### src/rtl/aes_round_ctrl_if.sv
// Host-side request/response handshake of the AES-128 round sequencer.
// The host drives the master side and the controller implements the slave side.
interface aes_round_ctrl_if;
    logic start_valid;
    logic start_ready;
    logic done_valid;
    logic done_ready;
    logic abort;

    modport master (
        output start_valid,
        output done_ready,
        output abort,
        input  start_ready,
        input  done_valid
    );

    modport slave (
        input  start_valid,
        input  done_ready,
        input  abort,
        output start_ready,
        output done_valid
    );
endinterface

### src/rtl/aes_round_ctrl.sv
// Iterative AES-128 round sequencer: initial AddRoundKey, NROUNDS rounds, result hold.
// Produces round index and Rcon in lock-step with the round pulses.
module aes_round_ctrl #(
    parameter int NROUNDS      = 10,
    parameter int ROUND_CYCLES = 1
) (
    input  logic             sys_clk,
    input  logic             sys_rst,
    aes_round_ctrl_if.slave  host,
    output logic             ld_init,
    output logic             round_en,
    output logic             key_step,
    output logic             mix_en,
    output logic [7:0]       rcon,
    output logic [3:0]       round_idx,
    output logic             busy
);

    typedef enum logic [1:0] {IDLE, INIT, ROUND, DONE} state_t;

    localparam logic [3:0] LAST_ROUND = 4'(NROUNDS);
    localparam logic [2:0] LAST_SUB   = 3'(ROUND_CYCLES - 1);

    state_t      state_reg;
    logic [3:0]  round_idx_reg;
    logic [2:0]  sub_cnt_reg;
    logic [7:0]  rcon_reg;
    logic        ld_init_reg;
    logic        round_en_reg;
    logic        mix_en_reg;
    logic        done_valid_reg;
    logic        busy_reg;

    function automatic logic [7:0] xtime(input logic [7:0] x);
        return {x[6:0], 1'b0} ^ (x[7] ? 8'h1b : 8'h00);
    endfunction

    // Every output register is loaded with the decode of the state being entered,
    // so outputs change only at the clock edge together with the state.
    always_ff @(posedge sys_clk) begin
        if (sys_rst || host.abort) begin
            state_reg      <= IDLE;
            round_idx_reg  <= 4'd0;
            sub_cnt_reg    <= 3'd0;
            rcon_reg       <= 8'h00;
            ld_init_reg    <= 1'b0;
            round_en_reg   <= 1'b0;
            mix_en_reg     <= 1'b0;
            done_valid_reg <= 1'b0;
            busy_reg       <= 1'b0;
        end else begin
            ld_init_reg  <= 1'b0;
            round_en_reg <= 1'b0;
            case (state_reg)
                IDLE: begin
                    if (host.start_valid) begin
                        state_reg     <= INIT;
                        ld_init_reg   <= 1'b1;
                        busy_reg      <= 1'b1;
                        round_idx_reg <= 4'd0;
                        rcon_reg      <= 8'h00;
                    end
                end
                INIT: begin
                    state_reg     <= ROUND;
                    round_idx_reg <= 4'd1;
                    sub_cnt_reg   <= 3'd0;
                    rcon_reg      <= 8'h01;
                    mix_en_reg    <= (LAST_ROUND != 4'd1);
                    round_en_reg  <= (LAST_SUB == 3'd0);
                end
                ROUND: begin
                    if (sub_cnt_reg == LAST_SUB) begin
                        sub_cnt_reg <= 3'd0;
                        if (round_idx_reg == LAST_ROUND) begin
                            state_reg      <= DONE;
                            round_idx_reg  <= 4'd0;
                            rcon_reg       <= 8'h00;
                            mix_en_reg     <= 1'b0;
                            busy_reg       <= 1'b0;
                            done_valid_reg <= 1'b1;
                        end else begin
                            round_idx_reg <= round_idx_reg + 4'd1;
                            rcon_reg      <= xtime(rcon_reg);
                            mix_en_reg    <= ((round_idx_reg + 4'd1) != LAST_ROUND);
                            round_en_reg  <= (LAST_SUB == 3'd0);
                        end
                    end else begin
                        sub_cnt_reg  <= sub_cnt_reg + 3'd1;
                        round_en_reg <= ((sub_cnt_reg + 3'd1) == LAST_SUB);
                    end
                end
                DONE: begin
                    // start_valid is not looked at here, so no job can overlap the hold phase
                    if (host.done_ready) begin
                        state_reg      <= IDLE;
                        done_valid_reg <= 1'b0;
                    end
                end
                default: begin
                    state_reg <= IDLE;
                end
            endcase
        end
    end

    assign host.start_ready = (state_reg == IDLE) && !host.abort;
    assign host.done_valid  = done_valid_reg;
    assign ld_init          = ld_init_reg;
    assign round_en         = round_en_reg;
    assign key_step         = round_en_reg;
    assign mix_en           = mix_en_reg;
    assign rcon             = rcon_reg;
    assign round_idx        = round_idx_reg;
    assign busy             = busy_reg;

endmodule

### src/flat_wrapper.sv
// flat-port wrapper written by rule: the top's interface ports become plain ports
module aes_round_ctrl_flat 
#(
    parameter int NROUNDS      = 10,
    parameter int ROUND_CYCLES = 1
)
  (sys_clk, sys_rst, ld_init, round_en, key_step, mix_en, rcon, round_idx, busy, host_start_valid, host_done_ready, host_abort, host_start_ready, host_done_valid);
  aes_round_ctrl_if host_i ();
  input  logic sys_clk;
  input  logic sys_rst;
  output logic ld_init;
  output logic round_en;
  output logic key_step;
  output logic mix_en;
  output logic [7:0] rcon;
  output logic [3:0] round_idx;
  output logic busy;
  input wire logic [$bits(host_i.start_valid)-1:0] host_start_valid;
  input wire logic [$bits(host_i.done_ready)-1:0] host_done_ready;
  input wire logic [$bits(host_i.abort)-1:0] host_abort;
  output wire logic [$bits(host_i.start_ready)-1:0] host_start_ready;
  output wire logic [$bits(host_i.done_valid)-1:0] host_done_valid;
  assign host_i.start_valid = host_start_valid;
  assign host_i.done_ready = host_done_ready;
  assign host_i.abort = host_abort;
  assign host_start_ready = host_i.start_ready;
  assign host_done_valid = host_i.done_valid;
  aes_round_ctrl #(.NROUNDS(NROUNDS), .ROUND_CYCLES(ROUND_CYCLES)) u_core (.sys_clk(sys_clk), .sys_rst(sys_rst), .host(host_i), .ld_init(ld_init), .round_en(round_en), .key_step(key_step), .mix_en(mix_en), .rcon(rcon), .round_idx(round_idx), .busy(busy));
endmodule
### config.mk
export PLATFORM = sky130hd
export DESIGN_NAME = aes_round_ctrl_flat
export DESIGN_NICKNAME = d
export VERILOG_FILES = /design/src/rtl/aes_round_ctrl_if.sv /design/src/rtl/aes_round_ctrl.sv /design/src/flat_wrapper.sv
export SDC_FILE = /design/constraint.sdc
export NUM_CORES = 1
export LEC_CHECK = 0
export ABC_AREA = 0
export CAP_MARGIN = 5
export CORE_ASPECT_RATIO = 0.75
export CORE_MARGIN = 3
export CORE_UTILIZATION = 50
export CTS_CLUSTER_SIZE = 8
export DETAILED_ROUTE_END_ITERATION = 10
export PLACE_DENSITY = 0.75
export SYNTH_ARGS = -nofsm -noshare
export SYNTH_HDL_FRONTEND = slang
export SYNTH_SLANG_ARGS = --single-unit
### constraint.sdc
create_clock -name sys_clk -period 2.4 [get_ports sys_clk]
set_input_delay 0.6 -clock sys_clk [delete_from_list [all_inputs] [get_ports sys_clk]]
set_output_delay 0.6 -clock sys_clk [all_outputs]
set_load 0.05 [all_outputs]
# Yosys cells after proc, flatten, opt, wreduce, memory -nomap -nowiden
# Index checks and enable logic that the tools add are counted.
# W data, S select, Z words.
[totals] out_inout_bits=19 ff_bits=22 input_bits=5
[classes] eq_ne=9 bitwise_logic=2 reduce_logical=16 n_addsub=2 n_mux=31
[op_table] op="$mux W8" count=3
[op_table] op="$pmux W8 S3" count=1
[op_table] op="$mux W4" count=3
[op_table] op="$pmux W4 S3" count=1
[op_table] op="$reduce_and A4 Y1" count=3
[op_table] op="$mux W1" count=11
[op_table] op="$mux W2" count=4
[op_table] op="$pmux W1 S2" count=4
[op_table] op="$pmux W2 S4" count=1
[op_table] op="$xor A8 B8 Y8" count=1
[op_table] op="$logic_not A3 Y1" count=2
[op_table] op="$pmux W3 S2" count=1
[op_table] op="$reduce_bool A2 Y1" count=3
[op_table] op="$mux W5" count=1
[op_table] op="$add A4 B1 Y4 const B" count=1
[op_table] op="$eq A2 B2 Y1 const B" count=2
[op_table] op="$eq A4 B4 Y1 const B" count=1
[op_table] op="$ne A2 B1 Y1 const B" count=2
[op_table] op="$ne A2 B2 Y1 const B" count=2
[op_table] op="$ne A4 B4 Y1 const B" count=1
[op_table] op="$add A3 B1 Y3 const B" count=1
[op_table] op="$mux W3" count=1
[op_table] op="$reduce_and A3 Y1" count=1
[op_table] op="$reduce_bool A3 Y1" count=1
[op_table] op="other kinds (8)" count=8

# Logic depth before layout (Yosys ltp)
# Gate-level depths: netlist of the first run.
[logic_depth] word_depth=5 depth_mapped=8

# Worst setup path after synthesis of the first run
# No wires, ideal clock.
[synth_timing] path_kind="reg2reg" startpoint="register u_core.round_idx_reg[0] (netlist: u_core.round_idx[0])" endpoint="register u_core.round_idx_reg[2] (netlist: u_core.round_idx[2])" period_less_slack_ps=2007 arrival_time_ps=1937 required_time_ps=2330 n_path_buf=1 path_slack_ps=393 path_stages_with_launch=8 path_cell_list="dfxtp_1 inv_1 ha_1 and3b_4 a2111oi_4 buf_6 nand3b_1 a21oi_1"
[synth_between] elab_chain_len=4
[synth_rtl] item="start, declared" line_no="aes_round_ctrl.sv:25" source="logic [3:0] round_idx_reg;"
[synth_rtl] item="start signal, assigned" line_no="aes_round_ctrl.sv:83" source="round_idx_reg <= round_idx_reg + 4'd1;"
[synth_rtl] item="$add A4 B1 Y4 or $eq A4 B4 Y1 (tied branches)" line_no="aes_round_ctrl.sv:83, aes_round_ctrl.sv:75"
[synth_rtl] item="$mux W4 *" line_no="aes_round_ctrl.sv:75" source="if (round_idx_reg == LAST_ROUND) begin"
[synth_rtl] item="$mux W4 *" line_no="aes_round_ctrl.sv:73" source="if (sub_cnt_reg == LAST_SUB) begin"
[synth_rtl] item="$pmux W4 S3 *" line_no="aes_round_ctrl.sv:54" source="case (state_reg)"
# Every way passes the cells marked *; elsewhere a longest branch is shown, timed or not. The select of a mux whose other input is x is not followed.
# A chain may end at the register's enable or synchronous reset.

# Final worst setup path of the first run
[layout_timing] startpoint="register u_core.rcon_reg[7] (netlist: u_core.rcon[7])" endpoint="output port rcon[7]"
[layout_rtl] item="start, declared" line_no="aes_round_ctrl.sv:27" source="logic [7:0] rcon_reg;"
[layout_rtl] item="start signal, assigned" line_no="aes_round_ctrl.sv:84" source="rcon_reg <= xtime(rcon_reg);"
[layout_rtl] item="end, declared" line_no="flat_wrapper.sv:15" source="output logic [7:0] rcon;"
# No word-level cell between the ends.

==> results of run 1 <==
[cells by family (layout without fill, tap and decap cells)]
family          count (synthesis)  count (layout)
xor+xnor                        4               4
flops                          22              22
compound gates                 34              34
buf+inv                        19              41
fa+ha+maj                      10              10
mux                             3               3
simple gates                   39              39
[routing by layer]
metal / up-vias / track usage, %
li1: 502 / -
met1: 475 / 23.5
met2: 19 / 27.8
met3: 5 / 5.66
met4: 0 / 8.47
met5: - / 0
[worst min-delay path, stage by stage, from the launching register on]
cell	delay (ns)
dfxtp_1	0.34
o21ai_0	0.07
a21oi_1	0.06
[worst min path at each step]
stage                            endpoint  slack (ns)  depth (start not counted)
finish                        u_core.busy        0.50                          2
global route        u_core.sub_cnt_reg[1]        0.52                          2
CTS                           u_core.busy        0.50                          2
detailed placement            u_core.busy        0.48                          2
global placement    u_core.sub_cnt_reg[1]        0.47                          2
floorplan           u_core.sub_cnt_reg[1]        0.46                          2
[cell usage in the layout, fill, tap and decap left out, drive strengths merged, types with 2 or more instances in the layout]
master          n
or2             2
clkbuf          3
nor2b           3
nand3           3
xor2            4
a21oi           9
ha             10
buf             4
nor2           11
dfxtp          22
nand2          10
a22oi          10
o21ai           3
o221ai          2
mux2i           3
clkdlybuf4s50  22
a211oi          2
nand2b          3
a31oi           2
inv            12
[stage by stage]
| stage | util [%] | setup WS, ns | hold slack (ns) | cell area (um^2) |
|---|---|---|---|---|
| final | 68.2 | 0.163 | 0.497 | 1430 |
| after global routing | 68.2 | 0.0751 | 0.524 | 1430 |
| after CTS | 68.2 | 0.140 | 0.502 | 1430 |
| after detailed placement | 67.1 | 0.264 | 0.484 | 1410 |
| after global placement | 67.1 | 0.310 | 0.474 | 1410 |
| after floorplan | - | 0.393 | 0.463 | 1160 |
[power by group through the flow]
stage	Clock [mW]	Combinational (mW)	Sequential [mW]
floorplan	0	0.0498	0.391
global placement	0	0.0890	0.381
detailed placement	0	0.0898	0.382
CTS	0.181	0.0898	0.373
global route	0.193	0.0969	0.374
finish	0.168	0.0901	0.373
[final cells by class]
cell class	count	area [um^2]
clock buffers	3	22.5
fillers	184	668
inverters	12	45.0
multi-input cells	90	633
flip-flops and latches	22	440
well taps	24	30.0
repair buffers	26	263
==> reports/metrics.cfg, run 1 <==
[die]
die_area_um2=2930
die_w_um=61.6
row_count=14
core_area_um2=2100
dieHeight_um=47.7
boundaryPins=24
initial_core_util_pct=55.1

[logic_synthesis]
syn_nets=146
ys_ff_latch=22
synth.distinct_cells=36
yosysTopAreaCell=dfxtp_1
synth_edf_count=0
synthSimpleGateAreaFrac_pct=16.9
yosysTopAreaCellShare_pct=38.1
synth-main-ff-cell=dfxtp_1
netlist_instances=131
synth_area_leaders=dfxtp_1 (38%), ha_1 (11%), a22oi_1 (6.5%)
synth_compound_area_share_pct=21.4
yosys_warnings=0
ys_top_cells_by_count=dfxtp_1 (22), inv_1 (12), nor2_1 (11)
synthMostInstantiatedCell=dfxtp_1
synth.avg_cell_area_um2=8.83
synth_seq_area_share_pct=38.1
synth_mux_area_share_pct=2.59
async_reset_ff_share_pct=0
synthAdderAreaFrac_pct=10.8
synth_top_family_by_area=compound AO/OA/AOI/OAI gates
netlist_area_um2=1160
synthXorXnorAreaFrac_pct=3.03

[critical_path]
critPathKind=reg2out
crit_family=buffers and inverters
arrival_ns=1.64
required_ns=1.80
cp_num_buf_inv=1
critPathMaxStageDelay_ns=0.85
crit_end=rcon[7]
r2r_cells=7
startpoint=u_core.rcon[7]
slowest_stage=clkdlybuf4s50_1
r2r_slack_ns=0.38
crit_path_end_kind=output pin
r2r_end=u_core.round_idx[2]
worstPathMaxFanout=6
regToRegStartpoint=u_core.state_reg[0]
crit_cells=1
cp_cell_sequence=clkdlybuf4s50_1
cp-start-kind=register

[timing]
finalSetupTns_ns=0
report.final.hold_viol_count=0
rsz0062_at_grt=no
fmax_mhz=447
tightest_slew_ns=0.501
fin_worst_skew_ns=0.00563
setup_violations=0
maxSlewHeadroom_pct=66.5
report.final.slew_viol_count=0
min_period_over_period_pct=93.2
fin_crit_ns=2.24

[drt]
ant_nets=0
dr.pass1.iters=4
topRoutingLayerUsed=met4
drc=0
drt_iter0_drc=53
met1_length_mm=1.16
viasPerCell=5.66
wl_per_cell_um=13.5
routed_wl_mm=2.39
via_count=1001
wl_met3_um=112
wl_met2_mm=1.07

[power_and_ir_drop]
totalPowerFinal_uw=632
p_per_area_nw_per_um2=440
p_comb_share_pct=14.3
p_clk_share_pct=26.7
ir_drop_mv=0.383
swShare_pct=26.7
power_frac_seq_pct=59.1
p_leak_nw=0.563
power.internal_uw=463
p_switching_uw=169

[grt]
antenna_found_initial=0
first_global_vias=873
grt_max_degree=17
grt-ovfl-total=0
track_usage_pct=18.2
grt_first_pass_wirelength_mm=3.81

[clock_tree]
cts_tree=done
htreeDepth=1
cts.repair.resized=0
clk_pin_slew_worst_paths_ns=0.12
cts_buffers=3
cts_buffer_depth=2
cts_sinks=22
root_buffer=clkbuf_4
holdBufCountCts=0
insertion_delay_ns=0.31
cts_setup_buffers=0

[finish]
final_nets=170
largest_reg_flops=8
drive_gt1_share_pct=5.88
instances_no_fill=177
area_growth_pct=23.9
n_antenna_cell=0

[placement]
gp_congestion=0.782
post-place-cells=174
dp_hpwl_mm=1.78
port_buffers=23

[run_status]
outcome=completed

[min_path]
worst_hold_path_type=reg2reg
hold_start=u_core.busy

[flow_run]
max-cap-violations=0

Power figures use the tool's default switching activity.
==> inputs of run 2 (changes only) <==
==> constraint.sdc (replaced) <==
create_clock -name sys_clk -period 2.3 [get_ports sys_clk]
set_input_delay 0.575 -clock sys_clk [delete_from_list [all_inputs] [get_ports sys_clk]]
set_output_delay 0.575 -clock sys_clk [all_outputs]
set_load 0.05 [all_outputs]
==> run 2 against run 1 <==
  * Utilization did not move
  * Final area is the same
  * Clock skew is essentially flat
  * Via count down 2.4%
  * Worst hold slack gained 0.0045 ns
==> reports/metrics.cfg, run 2 (same netlist as run 1, synthesis figures left out) <==
[run_status]
outcome=completed

[clock_tree]
cts_buffer_depth=2  ; unchanged
cts_sinks=22  ; unchanged
cts.repair.resized=0  ; unchanged
holdBufCountCts=0  ; unchanged
cts_buffers=3  ; unchanged
cts_setup_buffers=0  ; unchanged
insertion_delay_ns=0.31  ; about the same
htreeDepth=1  ; unchanged
root_buffer=clkbuf_4
clk_pin_slew_worst_paths_ns=0.12  ; about the same
cts_tree=done

[placement]
gp_congestion=0.799  ; +2.2%
port_buffers=23  ; unchanged
dp_hpwl_mm=1.86  ; +4.2%
post-place-cells=174  ; unchanged

[finish]
drive_gt1_share_pct=5.88  ; unchanged
seqCellArea_um2=440  ; unchanged
final_cell_mix=clkdlybuf4s50_1 (22), dfxtp_1 (22), inv_1 (12), nor2_1 (11)
largest_reg_flops=8  ; unchanged
final_nets=170  ; unchanged
instances_no_fill=177  ; unchanged
area_growth_pct=23.9  ; unchanged
n_antenna_cell=0  ; unchanged
final.fill_count=189  ; +2.7%
multi_input_area_um2=633  ; unchanged

[timing]
rsz0062_at_grt=no
fin_crit_ns=2.22
tightest_slew_ns=0.502  ; +0.000373 ns
fmax_mhz=451
fin_worst_skew_ns=0.00559  ; -0.0000346 ns
report.final.slew_viol_count=0  ; unchanged
finalSetupTns_ns=0  ; unchanged
report.final.hold_viol_count=0  ; unchanged
setup_violations=0  ; unchanged
maxSlewHeadroom_pct=66.5  ; about the same
min_period_over_period_pct=96.3

[die]
boundaryPins=24  ; unchanged
row_count=14  ; unchanged
dieHeight_um=47.7  ; unchanged
die_area_um2=2930  ; unchanged
initial_core_util_pct=55.1  ; unchanged
die_w_um=61.6  ; unchanged
core_area_um2=2100  ; unchanged

[critical_path]
crit_path_end_kind=output pin
cp_cell_sequence=clkdlybuf4s50_1
regToRegStartpoint=u_core.state_reg[0]
crit_end=round_idx[2]
cp_num_buf_inv=1  ; unchanged
slowest_stage=clkdlybuf4s50_1
arrival_ns=1.64  ; about the same
required_ns=1.73  ; -0.07 ns
cp-start-kind=register
startpoint=u_core.round_idx[2]
crit_cells=1  ; unchanged
critPathKind=reg2out
critPathMaxStageDelay_ns=0.85  ; about the same
worstPathMaxFanout=7  ; +1
r2r_end=u_core.round_idx[2]
r2r_cells=7  ; unchanged
crit_family=buffers and inverters
r2r_slack_ns=0.29  ; -0.09 ns

[drt]
drt_iter0_drc=53  ; unchanged
via_count=977  ; -2.4%
wl_per_cell_um=13.9  ; +2.9%
routed_wl_mm=2.46  ; +2.9%
ant_nets=0  ; unchanged
drc=0  ; unchanged
viasPerCell=5.52  ; -2.4%
dr.pass1.iters=4  ; unchanged

[power_and_ir_drop]
p_leak_nw=0.563  ; unchanged
ir_drop_mv=0.294  ; -23%
p_per_area_nw_per_um2=461  ; +4.6%

[min_path]
worst_hold_path_type=reg2reg

[grt]
grt_max_degree=17  ; unchanged
first_global_vias=897  ; +2.7%
grt_first_pass_wirelength_mm=3.89  ; +2.2%
track_usage_pct=17.8  ; -0.40 points
antenna_found_initial=0  ; unchanged
grt-ovfl-total=0  ; unchanged

[flow_run]
max-cap-violations=0  ; unchanged

==> run 2: cell counts in the layout (fill, tap and decap cells not counted) <==
Identical to the previous run, type by type.
==> run 2: how the worst min path moves through the flow <==
stage	start	depth (start not counted)	end	slack, ns
6_report	u_core.sub_cnt_reg[1]	2	u_core.sub_cnt_reg[1]	0.50
5_1_grt	u_core.busy	2	u_core.busy	0.53
4_1_cts	u_core.busy	2	u_core.busy	0.51
3_5_place_dp	u_core.sub_cnt_reg[1]	2	u_core.sub_cnt_reg[1]	0.49
3_3_place_gp	u_core.sub_cnt_reg[1]	2	u_core.sub_cnt_reg[1]	0.47
2_1_floorplan	u_core.sub_cnt_reg[1]	2	u_core.sub_cnt_reg[1]	0.46
==> run 2: per-layer routing <==
layer | global-route usage [%] | vias to the layer above | wire (um)
met5 | 0 | - | 0
met4 | 2.54 | 0 | 0
met3 | 4.85 | 0 | 125
met2 | 29.9 | 28 | 1120
met1 | 23.5 | 447 | 1210
li1 | - | 502 | -
==> run 2: where the power goes <==
group	total (mW)	internal [mW]	leakage, nW	switching [mW]
Combinational	0.0953	0.0361	0.372	0.0592
Clock	0.176	0.0611	0.0138	0.115
Sequential	0.390	0.386	0.178	0.00380
==> run 2: worst min-delay path, delay by kind of cell (launching register included) <==
| family | cells | cell delay, ns |
|---|---|---|
| flops | 1 | 0.35 |
| simple gates | 1 | 0.07 |
| compound gates | 1 | 0.05 |
==> run 2: cell type report <==
| class | instances | area share (%) |
|---|---|---|
| Clock buffer | 3 | 1.57 |
| Tap cell | 24 | 2.09 |
| Multi-Input combinational cell | 90 | 44.2 |
| Sequential cell | 22 | 30.7 |
| Timing Repair Buffer | 26 | 18.3 |
| Inverter | 12 | 3.14 |
==> run 2: stage by stage <==
step	instance area, um^2	power (mW)	utilization [%]	setup slack [ns]	hold WS [ns]
floorplan	1160	0.460	-	0.293	0.463
finish	1430	0.661	68.2	0.0847	0.502
global placement	1410	0.491	67.1	0.246	0.474
CTS	1430	0.667	68.2	0.0835	0.508
detailed placement	1410	0.492	67.1	0.161	0.490
global route	1430	0.692	68.2	0.0336	0.529
==> inputs of run 3 (changes only) <==
--- a/config.mk
+++ b/config.mk
@@ -10,7 +10,6 @@
 export CORE_ASPECT_RATIO = 0.75
 export CORE_MARGIN = 3
 export CORE_UTILIZATION = 50
-export CTS_CLUSTER_SIZE = 8
 export DETAILED_ROUTE_END_ITERATION = 10
 export PLACE_DENSITY = 0.75
 export SYNTH_ARGS = -nofsm -noshare
==> results of run 3 <==
The final DEF is identical to that of run 2; final timing and power are the same.
